`src/rtl/hdlc_pkg.sv`:
```
// Shared HDLC TX definitions: scheduler state encoding and default widths/timing.
package hdlc_pkg;

    localparam int unsigned HDLC_GAP_DEF = 84;
    localparam int unsigned HDLC_LEN_W   = 10;
    localparam int unsigned HDLC_ADDR_W  = 9;

    localparam int unsigned ST_W = 3;

    localparam logic [ST_W-1:0] S_IDLE   = 3'd0;
    localparam logic [ST_W-1:0] S_ARB    = 3'd1;
    localparam logic [ST_W-1:0] S_LAUNCH = 3'd2;
    localparam logic [ST_W-1:0] S_WAIT   = 3'd3;
    localparam logic [ST_W-1:0] S_GAP    = 3'd4;

endpackage

```
`src/rtl/rr_pick.sv`:
```
// Combinational round-robin select: first set request at or above ptr, wrapping at NCH-1 -> 0.
module rr_pick #(
    parameter int unsigned NCH   = 4,
    parameter int unsigned PTR_W = 2
) (
    input  logic [NCH-1:0]   req,
    input  logic [PTR_W-1:0] ptr,
    output logic [NCH-1:0]   win_oh,
    output logic [PTR_W-1:0] win_idx,
    output logic             any
);

    always_comb begin
        int unsigned idx;
        logic        found;
        win_oh  = '0;
        win_idx = '0;
        found   = 1'b0;
        idx     = 0;
        for (int unsigned k = 0; k < NCH; k++) begin
            idx = 32'(ptr) + k;
            if (idx >= NCH) begin
                idx = idx - NCH;
            end
            if (!found && req[idx]) begin
                found        = 1'b1;
                win_oh[idx]  = 1'b1;
                win_idx      = PTR_W'(idx);
            end
        end
        any = |req;
    end

endmodule

```
`src/rtl/hdlc_tx_sched.sv`:
```
// Round-robin scheduler sharing the HDLC TX byte path among NCH frame sources,
// with completion timeout and a fixed inter-frame flag gap.
module hdlc_tx_sched
    import hdlc_pkg::*;
#(
    parameter int unsigned NCH     = 4,
    parameter int unsigned LEN_W   = HDLC_LEN_W,
    parameter int unsigned ADDR_W  = HDLC_ADDR_W,
    parameter int unsigned GAP_CYC = HDLC_GAP_DEF,
    parameter int unsigned TMO_CYC = 4096
) (
    input  logic                  clk,
    input  logic                  rst_n,
    input  logic [NCH-1:0]        req,
    input  logic [NCH*LEN_W-1:0]  req_len,
    input  logic [NCH*ADDR_W-1:0] req_base,
    output logic [NCH-1:0]        grant,
    output logic                  tx_start,
    output logic [LEN_W-1:0]      tx_len,
    output logic [ADDR_W-1:0]     tx_base,
    input  logic                  tx_done,
    output logic                  busy,
    output logic [2:0]            cur_ch,
    output logic                  err_tmo,
    output logic                  err_zlen
);

    localparam int unsigned PTR_W = (NCH > 1) ? $clog2(NCH) : 1;
    localparam int unsigned TMO_W = $clog2(TMO_CYC) + 1;
    localparam int unsigned GAP_W = $clog2(GAP_CYC) + 1;

    logic [ST_W-1:0]   state_q,    state_d;
    logic [PTR_W-1:0]  rr_ptr_q,   rr_ptr_d;
    logic [PTR_W-1:0]  cur_idx_q,  cur_idx_d;
    logic [TMO_W-1:0]  tmo_cnt_q,  tmo_cnt_d;
    logic [GAP_W-1:0]  gap_cnt_q,  gap_cnt_d;
    logic [LEN_W-1:0]  tx_len_q,   tx_len_d;
    logic [ADDR_W-1:0] tx_base_q,  tx_base_d;
    logic [NCH-1:0]    grant_q,    grant_d;
    logic              tx_start_q, tx_start_d;
    logic              busy_q,     busy_d;
    logic              err_tmo_q,  err_tmo_d;
    logic              err_zlen_q, err_zlen_d;

    logic [NCH-1:0]    win_oh;
    logic [PTR_W-1:0]  win_idx;
    logic              win_any;
    logic [LEN_W-1:0]  win_len;
    logic [ADDR_W-1:0] win_base;

    function automatic logic [PTR_W-1:0] ptr_inc(input logic [PTR_W-1:0] p);
        return (32'(p) == NCH - 1) ? '0 : p + PTR_W'(1);
    endfunction

    rr_pick #(
        .NCH   (NCH),
        .PTR_W (PTR_W)
    ) u_rr_pick (
        .req     (req),
        .ptr     (rr_ptr_q),
        .win_oh  (win_oh),
        .win_idx (win_idx),
        .any     (win_any)
    );

    assign win_len  = req_len[32'(win_idx) * LEN_W +: LEN_W];
    assign win_base = req_base[32'(win_idx) * ADDR_W +: ADDR_W];

    // Next state plus look-ahead of every output so the registered copies line up with the state.
    always_comb begin
        state_d    = state_q;
        rr_ptr_d   = rr_ptr_q;
        cur_idx_d  = cur_idx_q;
        tmo_cnt_d  = tmo_cnt_q;
        gap_cnt_d  = gap_cnt_q;
        tx_len_d   = tx_len_q;
        tx_base_d  = tx_base_q;
        grant_d    = '0;
        tx_start_d = 1'b0;
        err_tmo_d  = 1'b0;
        err_zlen_d = 1'b0;

        case (state_q)
            S_IDLE: begin
                if (|req) begin
                    state_d = S_ARB;
                end
            end
            S_ARB: begin
                if (!win_any) begin
                    state_d = S_IDLE;
                end else begin
                    cur_idx_d = win_idx;
                    tx_len_d  = win_len;
                    tx_base_d = win_base;
                    grant_d   = win_oh;
                    if (win_len == '0) begin
                        err_zlen_d = 1'b1;
                        rr_ptr_d   = ptr_inc(win_idx);
                        state_d    = S_IDLE;
                    end else begin
                        tx_start_d = 1'b1;
                        state_d    = S_LAUNCH;
                    end
                end
            end
            S_LAUNCH: begin
                rr_ptr_d  = ptr_inc(cur_idx_q);
                tmo_cnt_d = '0;
                state_d   = S_WAIT;
            end
            S_WAIT: begin
                // A done coinciding with the timeout wins: the frame completed.
                if (tx_done) begin
                    gap_cnt_d = '0;
                    state_d   = S_GAP;
                end else if (tmo_cnt_q == TMO_W'(TMO_CYC - 1)) begin
                    err_tmo_d = 1'b1;
                    gap_cnt_d = '0;
                    state_d   = S_GAP;
                end else begin
                    tmo_cnt_d = tmo_cnt_q + TMO_W'(1);
                end
            end
            S_GAP: begin
                if (gap_cnt_q == GAP_W'(GAP_CYC - 1)) begin
                    state_d = S_IDLE;
                end else begin
                    gap_cnt_d = gap_cnt_q + GAP_W'(1);
                end
            end
            default: begin
                state_d = S_IDLE;
            end
        endcase

        busy_d = (state_d != S_IDLE);
    end

    always_ff @(posedge clk or negedge rst_n) begin
        if (!rst_n) begin
            state_q    <= S_IDLE;
            rr_ptr_q   <= '0;
            cur_idx_q  <= '0;
            tmo_cnt_q  <= '0;
            gap_cnt_q  <= '0;
            tx_len_q   <= '0;
            tx_base_q  <= '0;
            grant_q    <= '0;
            tx_start_q <= 1'b0;
            busy_q     <= 1'b0;
            err_tmo_q  <= 1'b0;
            err_zlen_q <= 1'b0;
        end else begin
            state_q    <= state_d;
            rr_ptr_q   <= rr_ptr_d;
            cur_idx_q  <= cur_idx_d;
            tmo_cnt_q  <= tmo_cnt_d;
            gap_cnt_q  <= gap_cnt_d;
            tx_len_q   <= tx_len_d;
            tx_base_q  <= tx_base_d;
            grant_q    <= grant_d;
            tx_start_q <= tx_start_d;
            busy_q     <= busy_d;
            err_tmo_q  <= err_tmo_d;
            err_zlen_q <= err_zlen_d;
        end
    end

    assign grant    = grant_q;
    assign tx_start = tx_start_q;
    assign tx_len   = tx_len_q;
    assign tx_base  = tx_base_q;
    assign busy     = busy_q;
    assign cur_ch   = 3'(cur_idx_q);
    assign err_tmo  = err_tmo_q;
    assign err_zlen = err_zlen_q;

endmodule
```
`config.mk`:
```
export PLATFORM = sky130hd
export DESIGN_NAME = hdlc_tx_sched
export DESIGN_NICKNAME = d
export VERILOG_FILES = /design/src/rtl/hdlc_pkg.sv /design/src/rtl/rr_pick.sv /design/src/rtl/hdlc_tx_sched.sv
export SDC_FILE = /design/constraint.sdc
export NUM_CORES = 1
export LEC_CHECK = 0
export CAP_MARGIN = 0
export CORE_MARGIN = 8
export CORE_UTILIZATION = 40
export CTS_CLUSTER_SIZE = 12
export DETAILED_ROUTE_END_ITERATION = 16
export PLACE_DENSITY_LB_ADDON = 0.25
export SLEW_MARGIN = 20
export SYNTH_ARGS = -nofsm -noshare
export SYNTH_HDL_FRONTEND = slang
export SYNTH_HIERARCHICAL = 1
export SYNTH_SLANG_ARGS = --single-unit
```
`constraint.sdc`:
```
create_clock -name clk -period 3.9 [get_ports clk]
set_clock_uncertainty 0.05 [all_clocks]
set_input_delay 0.78 -clock clk [delete_from_list [all_inputs] [get_ports clk]]
set_output_delay 0.78 -clock clk [all_outputs]
set_load 0.02 [all_outputs]
```
==> flow_summary.yaml, run 1 <==
outcome:
  status: "finished clean"
timing:
  slew_viol_final: 0
  hold_ws_ps: 369.3
  setup_violations: 0
  relSlewSlack: 0.5267
  max_freq_mhz: 269.5
  rsz0062_at_grt: "false"
  final-hold-violation-count: 0
  worst_pin_slew_ps: 708.5
  post-route-period-util: 0.9513
  fin_crit_ps: 3710
  timing.setup.tns_ps: 0
drt:
  drc: 0
  ant_nets: 0
  postRouteWirelength_mm: 9.594
  viasPerCell: 5.551
  drt-pass1-iter-count: 5
  wl_per_cell_microns: 18.17
  vias: 2931
  drtIter0Drc: 104
logic_synthesis:
  synthTopCellsByArea: "dfrtp_1, mux4_2, mux2_2"
  synth-edff-count: 0
  ys_ff_latch: 55
  yosysMostFrequentCell: "dfrtp_1"
  avgSynthCellArea_sq_um: 12.09
  netlist_top_cells_count: "dfrtp_1, nor2_1, mux2_2"
  ys_warn_count: 6
  ys_seq_area_frac: 0.4080
  postSynth.asyncResetShare: 1.000
  synth_area_sq_um: 3373
  synth_nets: 374
  synthCells: 279
  yosysTopAreaCell: "dfrtp_1"
  synth_top_area_frac: 0.4080
  synth_cell_types: 54
  synthFlopType: "dfrtp_1"
die:
  chipHeight_microns: 107.8
  coreArea_sq_um: 8217
  die_w_microns: 107.8
  start_util: 0.4105
  io_pins: 113
  floorplan.rows: 33
  fp.dieArea_sq_um: 11630
setup_path:
  r2r_cells: 16
  r2r_start: "rr_ptr_q[1]"
  crit_chain: "inv_1 > ha_4 > mux4_2 > nor2b_4 > buf_4 > o21ai_1 > and3_1 > o22ai_2 > buf_12 > buf_4 > mux4_2 > nor4_4 > buf_4 > nand4_2 > or3_1 > nand3_1"
  crit_path_end_kind: "flip-flop"
  cp_top_family: "simple AND/OR/NAND/NOR gates"
  crit_cells: 16
  crit_required_ps: 4090
  arrival_ps: 3900
  r2r_setup_slack_ps: 190
  cpPeakStageDelay_ps: 420
  startpoint_type: "flip-flop"
  worst_path_max_delay_cell: "dfrtp_1"
  crit_path_max_fanout: 6
  r2r-end: "rr_ptr_q[0]"
  critPathBufInv: 5
  critPathKind: "flip-flop to flip-flop"
  cp_common_cell: "buf_4"
place:
  dp_hpwl_mm: 7.339
  dp_cells: 505
  portBuffers: 111
  place_congestion: 0.8175
cts:
  cts.sinks: 55
  clk_pin_slew_ps: 100
  cts_tree: "yes"
  insertion_delay_ps: 310
  cts_buffers: 5
  cts_root_buf: "clkbuf_8"
  h-tree-depth: 2
  clock_path_buffers: 2
  hold_buffers: 0
global_routing:
  antenna_found_initial: 0
  grt_max_degree: 35
  grt_pass1_wl_mm: 15.33
  grt-ovfl-total: 0
  grt_use_total: 0.1653
  grt_pass1_vias: 3098
power_and_ir_drop:
  max-vdd-ir-drop_v: 0.0005384
  p_per_area_nw_per_um2: 802.8
  leakage_nw: 2.103
layout:
  syn_to_final_growth_pct: 49.07
  fin_cells: 528
  diodes: 0
  drive_above_1_share: 0.2482
  fin_util: 0.6120
  final_nets: 517
job:
  cap_violations: 0
min_path:
  min_path_type: "input port to async pin"
[state kept, by name, summed over array words and instances (netlist names)]
register and flops:
err_zlen 1, tmo_cnt_q 13, err_tmo 1, tx_start 1
gap_cnt_q 8, busy 1, cur_idx_q 2, tx_len 10
state_q 3, grant 4, tx_base 9, rr_ptr_q 2
[report_power, final]
part           total [mW]  switching [mW]  internal, mW
Clock               0.312           0.186         0.126
Sequential          0.909           0.146         0.762
Combinational        2.82            1.29          1.53
Total                4.04            1.62          2.41
[layout make-up]
class                           instances  area [sq um]
Timing Repair Buffer                  149          1410
Fill cell                             664          3188
Multi-Input combinational cell        206          2007
Inverter                                5         18.77
Clock inverter                          2         12.51
Clock buffer                            6         72.57
Tap cell                              105         131.4
Sequential cell                        55          1376
[logic make-up after synthesis]
| logic type | after synthesis | synth area share |
|---|---|---|
| AND/OR/NAND/NOR | 97 | 0.1747 |
| flip-flops | 55 | 0.4080 |
| multiplexers | 50 | 0.2485 |
| AO/OA/AOI/OAI | 33 | 0.06380 |
| buffers and inverters | 19 | 0.02819 |
| adder cells (fa/ha/maj) | 12 | 0.04451 |
| XOR/XNOR | 12 | 0.03116 |
| other | 1 | 0.001112 |
[what timing repair did]
item / in CTS / in global routing
buffers inserted: 5 / 9
cloned: 1 / 0
endpoints found under the setup margin: 3 / 4
resized for setup: 7 / 13
endpoints found under the hold margin: 0 / 0
pin swaps: 4 / 6
[worst max path at each step]
stage	from	endpoint
after floorplan	rr_ptr_q[0]	busy
after global routing	rr_ptr_q[1]	rr_ptr_q[0]
after global placement	req[2]	busy
final	rr_ptr_q[1]	rr_ptr_q[0]
after detailed placement	req[2]	state_q[1]
after CTS	req[3]	state_q[1]
[stage by stage]
stage / setup WS (ps) / power, mW / cell area, sq um
2_1_floorplan: 58.06 / 2.436 / 3374
3_3_place_gp: -366.0 / 3.328 / 4762
3_5_place_dp: -438.2 / 3.355 / 4762
4_1_cts: 0.06084 / 3.853 / 4927
5_1_grt: 28.85 / 4.298 / 5029
6_report: 190.0 / 4.037 / 5029
[per-layer routing]
metal	track usage	vias to the layer above	routed length [microns]
li1	-	1358	-
met1	0.1872	1445	3804
met2	0.2846	114	4848
met3	0.06647	14	818
met4	0.03667	0	122
met5	0	-	0
[placed cells by master (no fill, tap or decap), types with 3 or more instances in the layout]
master / n
o21ai_1: 5
nor3_1: 5
and2_1: 4
inv_1: 4
nand3_1: 11
xnor2_1: 7
o21ai_0: 4
mux4_1: 5
or3_1: 7
a21oi_1: 4
ha_1: 11
mux2_2: 22
nand2_1: 8
clkbuf_8: 5
nand2b_1: 3
and3_1: 3
a22oi_1: 8
nand4_1: 8
dfrtp_1: 55
mux4_2: 18
buf_4: 36
clkdlybuf4s50_1: 106
nor2_1: 22
or4_1: 3
mux2i_1: 5
xor2_1: 5
dlymetal6s2s_1: 3
No activity file was read; power rests on OpenSTA's default activity.
==> run 2: changes to the inputs <==
--- a/config.mk
+++ b/config.mk
@@ -5,6 +5,7 @@
 export SDC_FILE = /design/constraint.sdc
 export NUM_CORES = 1
 export LEC_CHECK = 0
+export ABC_CLOCK_PERIOD_IN_PS = 3900
 export CAP_MARGIN = 0
 export CORE_MARGIN = 8
 export CORE_UTILIZATION = 40
==> results of run 2 <==
Same layout as run 1: the final DEF is identical, and so are final timing and power.
==> run 3: changes to the inputs <==
--- a/config.mk
+++ b/config.mk
@@ -5,12 +5,15 @@
 export SDC_FILE = /design/constraint.sdc
 export NUM_CORES = 1
 export LEC_CHECK = 0
+export ABC_AREA = 0
 export ABC_CLOCK_PERIOD_IN_PS = 3900
 export CAP_MARGIN = 0
 export CORE_MARGIN = 8
 export CORE_UTILIZATION = 40
 export CTS_CLUSTER_SIZE = 12
 export DETAILED_ROUTE_END_ITERATION = 16
+export GPL_ROUTABILITY_DRIVEN = 0
+export HOLD_SLACK_MARGIN = 0.06
 export PLACE_DENSITY_LB_ADDON = 0.25
 export SLEW_MARGIN = 20
 export SYNTH_ARGS = -nofsm -noshare
==> results of run 3 <==
Same layout as run 1: the final DEF is identical, and so are final timing and power.
